`config.mk`:
```
export PLATFORM = sky130hd
export DESIGN_NAME = evm_result_announcer
export DESIGN_NICKNAME = d
export VERILOG_FILES = /design/src/rtl/evm_pkg.sv /design/src/rtl/evm_result_announcer.sv
export SDC_FILE = /design/constraint.sdc
export NUM_CORES = 1
export LEC_CHECK = 0
export ABC_CLOCK_PERIOD_IN_PS = 3100
export CAP_MARGIN = 20
export CORE_MARGIN = 4
export CORE_UTILIZATION = 25
export DETAILED_ROUTE_END_ITERATION = 8
export DONT_BUFFER_PORTS = 1
export GPL_ROUTABILITY_DRIVEN = 0
export MAX_ROUTING_LAYER = met4
export PLACE_DENSITY = 0.49
export SLEW_MARGIN = 10
export SYNTH_ARGS = -nofsm -noshare
export SYNTH_HDL_FRONTEND = slang
export SYNTH_SLANG_ARGS = --single-unit
```
`constraint.sdc`:
```
create_clock -name CLK -period 3.1 [get_ports CLK]
set_clock_uncertainty 0.15 [all_clocks]
set_input_delay 0.465 -clock CLK [delete_from_list [all_inputs] [get_ports CLK]]
set_output_delay 0.465 -clock CLK [all_outputs]
set_load 0.005 [all_outputs]
```
`src/rtl/evm_pkg.sv`:
```
// Shared constants and types for the EVM result read-out path.
// Record ids double as candidate numbers. ID_NONE marks "no winner".
package evm_pkg;

    localparam int DEFAULT_VOTE_W = 10;
    localparam int NUM_ENTRIES    = 6;

    localparam logic [2:0] ID_NONE = 3'd0;
    localparam logic [2:0] ID_P1   = 3'd1;
    localparam logic [2:0] ID_P2   = 3'd2;
    localparam logic [2:0] ID_P3   = 3'd3;
    localparam logic [2:0] ID_P4   = 3'd4;
    localparam logic [2:0] ID_P5   = 3'd5;
    localparam logic [2:0] ID_NOTA = 3'd6;

    typedef enum logic [1:0] {
        IDLE,
        SCAN,
        SEND
    } state_t;

    // Snapshot slot index 0..5 maps onto record id 1..6.
    function automatic logic [2:0] entry_to_id(input logic [2:0] entry);
        return entry + 3'd1;
    endfunction

endpackage

```
`src/rtl/evm_result_announcer.sv`:
```
// Snapshots the six vote tallies, scans them one per cycle for winner/tie/total,
// then streams one (id, count) record per contender over valid/ready.
module evm_result_announcer
    import evm_pkg::*;
#(
    parameter int VOTE_W  = DEFAULT_VOTE_W,
    parameter int TOTAL_W = 13
) (
    input  logic               CLK,
    input  logic               CLEAR,
    input  logic               START,
    input  logic [VOTE_W-1:0]  P1_VOTES,
    input  logic [VOTE_W-1:0]  P2_VOTES,
    input  logic [VOTE_W-1:0]  P3_VOTES,
    input  logic [VOTE_W-1:0]  P4_VOTES,
    input  logic [VOTE_W-1:0]  P5_VOTES,
    input  logic [VOTE_W-1:0]  NOTA_VOTES,
    input  logic               OUT_READY,
    output logic               OUT_VALID,
    output logic [2:0]         OUT_ID,
    output logic [VOTE_W-1:0]  OUT_COUNT,
    output logic               OUT_LAST,
    output logic [2:0]         WINNER_ID,
    output logic               TIE,
    output logic [TOTAL_W-1:0] TOTAL_VOTES,
    output logic               RESULT_VALID,
    output logic               BUSY
);

    localparam logic [2:0] LAST_IDX = 3'(NUM_ENTRIES - 1);

    state_t              state;
    logic [2:0]          idx;
    logic [VOTE_W-1:0]   snap [NUM_ENTRIES];
    logic [VOTE_W-1:0]   max_val;
    logic [2:0]          win_acc;
    logic                tie_acc;
    logic [TOTAL_W-1:0]  total_acc;

    logic [VOTE_W-1:0]   cur;
    logic [TOTAL_W-1:0]  total_next;
    logic                beat_done;

    assign cur        = snap[idx];
    assign total_next = total_acc + {{(TOTAL_W - VOTE_W){1'b0}}, cur};
    assign beat_done  = OUT_VALID && OUT_READY;

    always_ff @(posedge CLK) begin
        if (CLEAR) begin
            state        <= IDLE;
            idx          <= '0;
            for (int i = 0; i < NUM_ENTRIES; i++) begin
                snap[i] <= '0;
            end
            max_val      <= '0;
            win_acc      <= ID_NONE;
            tie_acc      <= 1'b0;
            total_acc    <= '0;
            OUT_VALID    <= 1'b0;
            OUT_ID       <= ID_NONE;
            OUT_COUNT    <= '0;
            OUT_LAST     <= 1'b0;
            WINNER_ID    <= ID_NONE;
            TIE          <= 1'b0;
            TOTAL_VOTES  <= '0;
            RESULT_VALID <= 1'b0;
            BUSY         <= 1'b0;
        end else begin
            case (state)
                IDLE: begin
                    if (START) begin
                        snap[0]      <= P1_VOTES;
                        snap[1]      <= P2_VOTES;
                        snap[2]      <= P3_VOTES;
                        snap[3]      <= P4_VOTES;
                        snap[4]      <= P5_VOTES;
                        snap[5]      <= NOTA_VOTES;
                        idx          <= '0;
                        max_val      <= '0;
                        win_acc      <= ID_NONE;
                        tie_acc      <= 1'b0;
                        total_acc    <= '0;
                        WINNER_ID    <= ID_NONE;
                        TIE          <= 1'b0;
                        TOTAL_VOTES  <= '0;
                        RESULT_VALID <= 1'b0;
                        BUSY         <= 1'b1;
                        state        <= SCAN;
                    end
                end

                SCAN: begin
                    total_acc <= total_next;
                    // Strict '>' keeps the earlier (lower) id on equal counts; NOTA never contends.
                    if (idx != LAST_IDX) begin
                        if (cur > max_val) begin
                            max_val <= cur;
                            win_acc <= entry_to_id(idx);
                            tie_acc <= 1'b0;
                        end else if ((cur == max_val) && (cur != '0)) begin
                            tie_acc <= 1'b1;
                        end
                    end

                    if (idx == LAST_IDX) begin
                        WINNER_ID    <= win_acc;
                        TIE          <= tie_acc;
                        TOTAL_VOTES  <= total_next;
                        RESULT_VALID <= 1'b1;
                        OUT_VALID    <= 1'b1;
                        OUT_ID       <= ID_P1;
                        OUT_COUNT    <= snap[0];
                        OUT_LAST     <= 1'b0;
                        idx          <= '0;
                        state        <= SEND;
                    end else begin
                        idx <= idx + 3'd1;
                    end
                end

                SEND: begin
                    if (beat_done) begin
                        if (OUT_LAST) begin
                            OUT_VALID <= 1'b0;
                            OUT_LAST  <= 1'b0;
                            OUT_ID    <= ID_NONE;
                            OUT_COUNT <= '0;
                            idx       <= '0;
                            BUSY      <= 1'b0;
                            state     <= IDLE;
                        end else begin
                            OUT_ID    <= entry_to_id(idx + 3'd1);
                            OUT_COUNT <= snap[idx + 3'd1];
                            OUT_LAST  <= (entry_to_id(idx + 3'd1) == ID_NOTA);
                            idx       <= idx + 3'd1;
                        end
                    end
                end

                default: begin
                    state <= IDLE;
                end
            endcase
        end
    end

endmodule

```
* Word-level counts from Yosys, hierarchy flattened
Memory sizes are Yosys's and may differ from the RTL's. A register that Yosys moved wholly into a read port is not among the register bits. Index checks and enable logic that the tools add are counted.
Storage, ports and cells: memories 1, word-level logic and storage cells 119, flip-flop bits (word level) 66, output and inout port bits 34, RAM bits 60, input bits 64
Memories:
- snap | words 6, width 10, read ports 3, clocked after memory_dff 1, write ports 6, RTL line evm_result_announcer.sv:34 | logic [VOTE_W-1:0] snap [NUM_ENTRIES];
Cells by class: muxes and demuxes 63, magnitude comparators 1, reductions and logical operators 17, equal/unequal tests 13, bitwise logic cells 6, add/subtract/negate cells 3
Operator list (count):
- $mux W10 | 12
- $pmux W13 S2 | 2
- $pmux W10 S2 | 2
- $mux W3 | 12
- $mux W13 | 2
- $reduce_and A4 Y1 | 5
- $mux W1 | 18
- $pmux W3 S2 | 3
- $add A13 B10 Y13 | 1
- $ne A2 B2 Y1 const B | 6
- $pmux W1 S2 | 6
- $eq A10 B10 Y1 | 1
- $gt A10 B10 Y1 | 1
- $reduce_bool A10 Y1 | 1
- $pmux W3 S3 | 1
- $reduce_and A3 Y1 | 3
- $mux W2 | 4
- $add A3 B1 Y3 const B | 2
- $eq A3 B3 Y1 const B | 2
- $ne A3 B3 Y1 const B | 2
- $or A1 B1 Y1 | 6
- $pmux W2 S3 | 1
- $reduce_bool A2 Y1 | 3
- $reduce_bool A3 Y1 | 1
- 5 further kinds | 6

* Longest topological paths before layout
depth in word-level cells 6, depth in mapped cells 15, mapped depth without buffers 12

* Worst setup path after synthesis
Ideal clock, no wire load.
path kind register to register, from register (tool-made name), to register TOTAL_VOTES[12], data required time 2.892 ns, arrival 2.923 ns, stages on the path, launching flop included 11, period minus slack after synthesis 3.131 ns, setup slack -0.031 ns, setup time 0.058 ns, buffers on the path 2, cells stage by stage dfxtp_1 > buf_2 > buf_2 > mux4_2 > ha_1 > a21o_1 > o21a_1 > a311oi_1 > a211oi_1 > nor4_1 > a211o_1
RTL lines:
- end signal, assigned | RTL line evm_result_announcer.sv:108 | TOTAL_VOTES <= total_next;
- end, declared | RTL line evm_result_announcer.sv:25 | output logic [TOTAL_W-1:0] TOTAL_VOTES,

==> results.yml <==
outcome:
  status: "finished with violations"
  failed_checks: "negative setup slack"
routing:
  final_antenna_net_count: 0
  wl_per_cell_um: 18.0
  drt-total-wl_mm: 19.1
  vias_per_cell: 4.80
  vias: 5075
  drtPass1Iterations: 4
  drc: 0
  drt_iter0_markers: 288
die:
  fp.dieW_um: 172
  rows: 59
  initial_core_util_pct: 25.6
  fp.coreArea_mm2: 0.0262
  dieArea_mm2: 0.0295
  top_level_ports: 98
  die_h_um: 172
cts:
  clkSinkCount: 129
  h-tree-depth: 4
  clk_pin_slew_ps: 60
  cts_root_buf: "clkbuf_16"
  clockBufferDepth: 2
  cts_tree: "yes"
  clkLatencyLatePin_ps: 430
  cts_buffers: 17
final_layout:
  mostFrequentLayoutCells: "68 x dfxtp_1, 62 x and2_1, 60 x nor2_1, 60 x edfxtp_1, 55 x buf_4"
  drive_above_1_share_pct: 26.6
  area_growth_pct: 29.6
  nets: 801
  fillers: 2613
  final_common_cell: "dfxtp_1"
  fin_cells: 1057
worst_hold_path:
  hp-class: "in -> reg"
  min_to: "snap[2][8]$_SDFFCE_PN0P_"
  min_path_cells: 1
  holdCritStartpoint: "P3_VOTES[8]"
job:
  cap_violations: 0
sta:
  fin_crit_sh_pct: 104
  maxSlewHeadroom_pct: 57.7
  worst_pin_slew_ps: 618
  rsz0062_at_grt: "yes"
  setup_viol: 19
  slew_viol_final: 0
  fmax_mhz: 311
  min_period_ps: 3220
  setup_ws_ps: -116
  hold_violations: 0
yosys:
  syn_avg_cell_area_um2: 10.2
  ys.flop_type: "dfxtp_1"
  syn-num-nets: 748
  synth-edff-count: 60
  syn_inst: 655
  yosysSeqAreaShare_pct: 47.5
  ys_ff_latch: 129
  netlist_area_mm2: 0.00670
  ys_warn_count: 0
  synthArstFlopShare_pct: 0
  ys_types: 56
pwr:
  powerDensity_mw_per_mm2: 527
  leakage_nw: 3.18
  irDropWorstVdd_uv: 341
  finalPower_mw: 4.57
placed_design:
  dpl_worst_slack_ps: -290
  port-buffer-count: 0
  dp.cells: 1011
  dp_hpwl_mm: 13.2
setup_path:
  end_kind: "flop"
  worstSetupPathType: "reg -> reg"
  cp-start-kind: "flop"
  ff2ff_setup_slack_ps: -120
  r2r-end: "max_val[3]$_SDFFE_PP0P_"
  critPathRequiredTime_ps: 3260
  reg2reg_depth: 15
  cp.arrival_ps: 3380
  worstPathMaxFanout: 7
global_route:
  grt.total_usage_pct: 13.6
  antenna_found_initial: 1
  grt_pass1_vias: 5192
  grt.overflow.total: 0
  grt_pass1_wl_mm: 29.7
  grt_max_degree: 61
[worst max path at each step]
stage / from / endpoint / cells past startpoint
after floorplan: CLEAR / snap[0][0]$_SDFFCE_PN0P_ / 3
after global placement: flop / total_acc[12]$_SDFFE_PP0P_ / 11
after detailed placement: flop / total_acc[12]$_SDFFE_PP0P_ / 11
after CTS: flop / TOTAL_VOTES[12]$_SDFFE_PP0P_ / 15
after global routing: flop / max_val[3]$_SDFFE_PP0P_ / 15
final: flop / max_val[3]$_SDFFE_PP0P_ / 15
[critical path, stage by stage (launching register included)]
cell and delay [ps]:
dfxtp_4 380, buf_8 150, buf_6 110, buf_6 110, nand2_2 50, o21ai_1 60
mux4_2 570, ha_4 260, a21o_1 160, a21oi_2 180, o32ai_4 110, o31ai_2 270
buf_4 170, nor2_4 40, buf_6 140, a22o_1 200
[sequential cells by signal, summed over array words and instances, names as in the netlist, named ones only]
name,flops
TOTAL_VOTES,13
OUT_ID,3
BUSY,1
OUT_COUNT,10
tie_acc,1
WINNER_ID,3
idx,3
total_acc,13
TIE,1
max_val,10
RESULT_VALID,1
win_acc,3
snap,60
OUT_LAST,1
state,2
OUT_VALID,1
[layer usage]
metal	wire, µm	GRT usage (%)
met2	8600	20.0
met5	0	-
met1	9290	18.3
met3	980	3.77
met4	200	3.72
[what timing repair did]
action | in CTS | in global routing
gates cloned | 0 | 1
endpoints found under the setup margin | 30 | 32
pin swaps | 24 | 31
endpoints found under the hold margin | 49 | 0
hold buffers | 1 | 0
buffers inserted | 11 | 6
gates resized for setup | 55 | 51
[where the power goes]
group	internal [mW]	total, mW	switching, mW
clock	1.18	1.97	0.792
sequential	1.89	1.96	0.0713
combinational	0.295	0.633	0.338
[metrics by stage]
step | hold slack, ps | TNS [ps] | util, % | cell area, µm²
finish | 74.1 | -1340 | 33.1 | 8680
global route | 55.2 | -3950 | 33.1 | 8680
CTS | 46.0 | -1970 | 32.1 | 8410
detailed placement | 296 | -4730 | 28.5 | 7460
global placement | 293 | -3430 | 28.5 | 7460
floorplan | 286 | 0 | - | 6700
[cell usage after synthesis (18+ instances only)]
cell type / n / area [µm²]
a21oi_1: 46 / 230
and2_1: 63 / 394
clkbuf_1: 27 / 101
dfxtp_1: 69 / 1380
edfxtp_1: 60 / 1800
ha_1: 28 / 350
inv_1: 36 / 135
mux4_2: 20 / 450
nand2_1: 40 / 150
nor2_1: 63 / 236
nor3_1: 18 / 90.1
o21ai_0: 26 / 130
[area by class of cell]
| class | count | area, µm² | area share, % |
|---|---|---|---|
| Clock inverter | 13 | 134 | 1.54 |
| Sequential cell | 129 | 3190 | 36.7 |
| Multi-Input combinational cell | 448 | 3690 | 42.5 |
| Tap cell | 335 | 419 | 4.83 |
| Inverter | 37 | 139 | 1.60 |
| Timing Repair Buffer | 75 | 672 | 7.74 |
| Antenna cell | 1 | 2.50 | 0.0288 |
| Clock buffer | 19 | 433 | 4.99 |
[cells by family after synthesis]
group	synth area share, %
AOI/OAI and AO/OA	13.4
muxes	10.3
xor gates and xnor gates	1.05
adders and majority gates	5.53
buffers and inverters	4.84
and+or+nand+nor	17.3
DFF	47.5
Note: power is estimated with default switching activity, not from simulation.
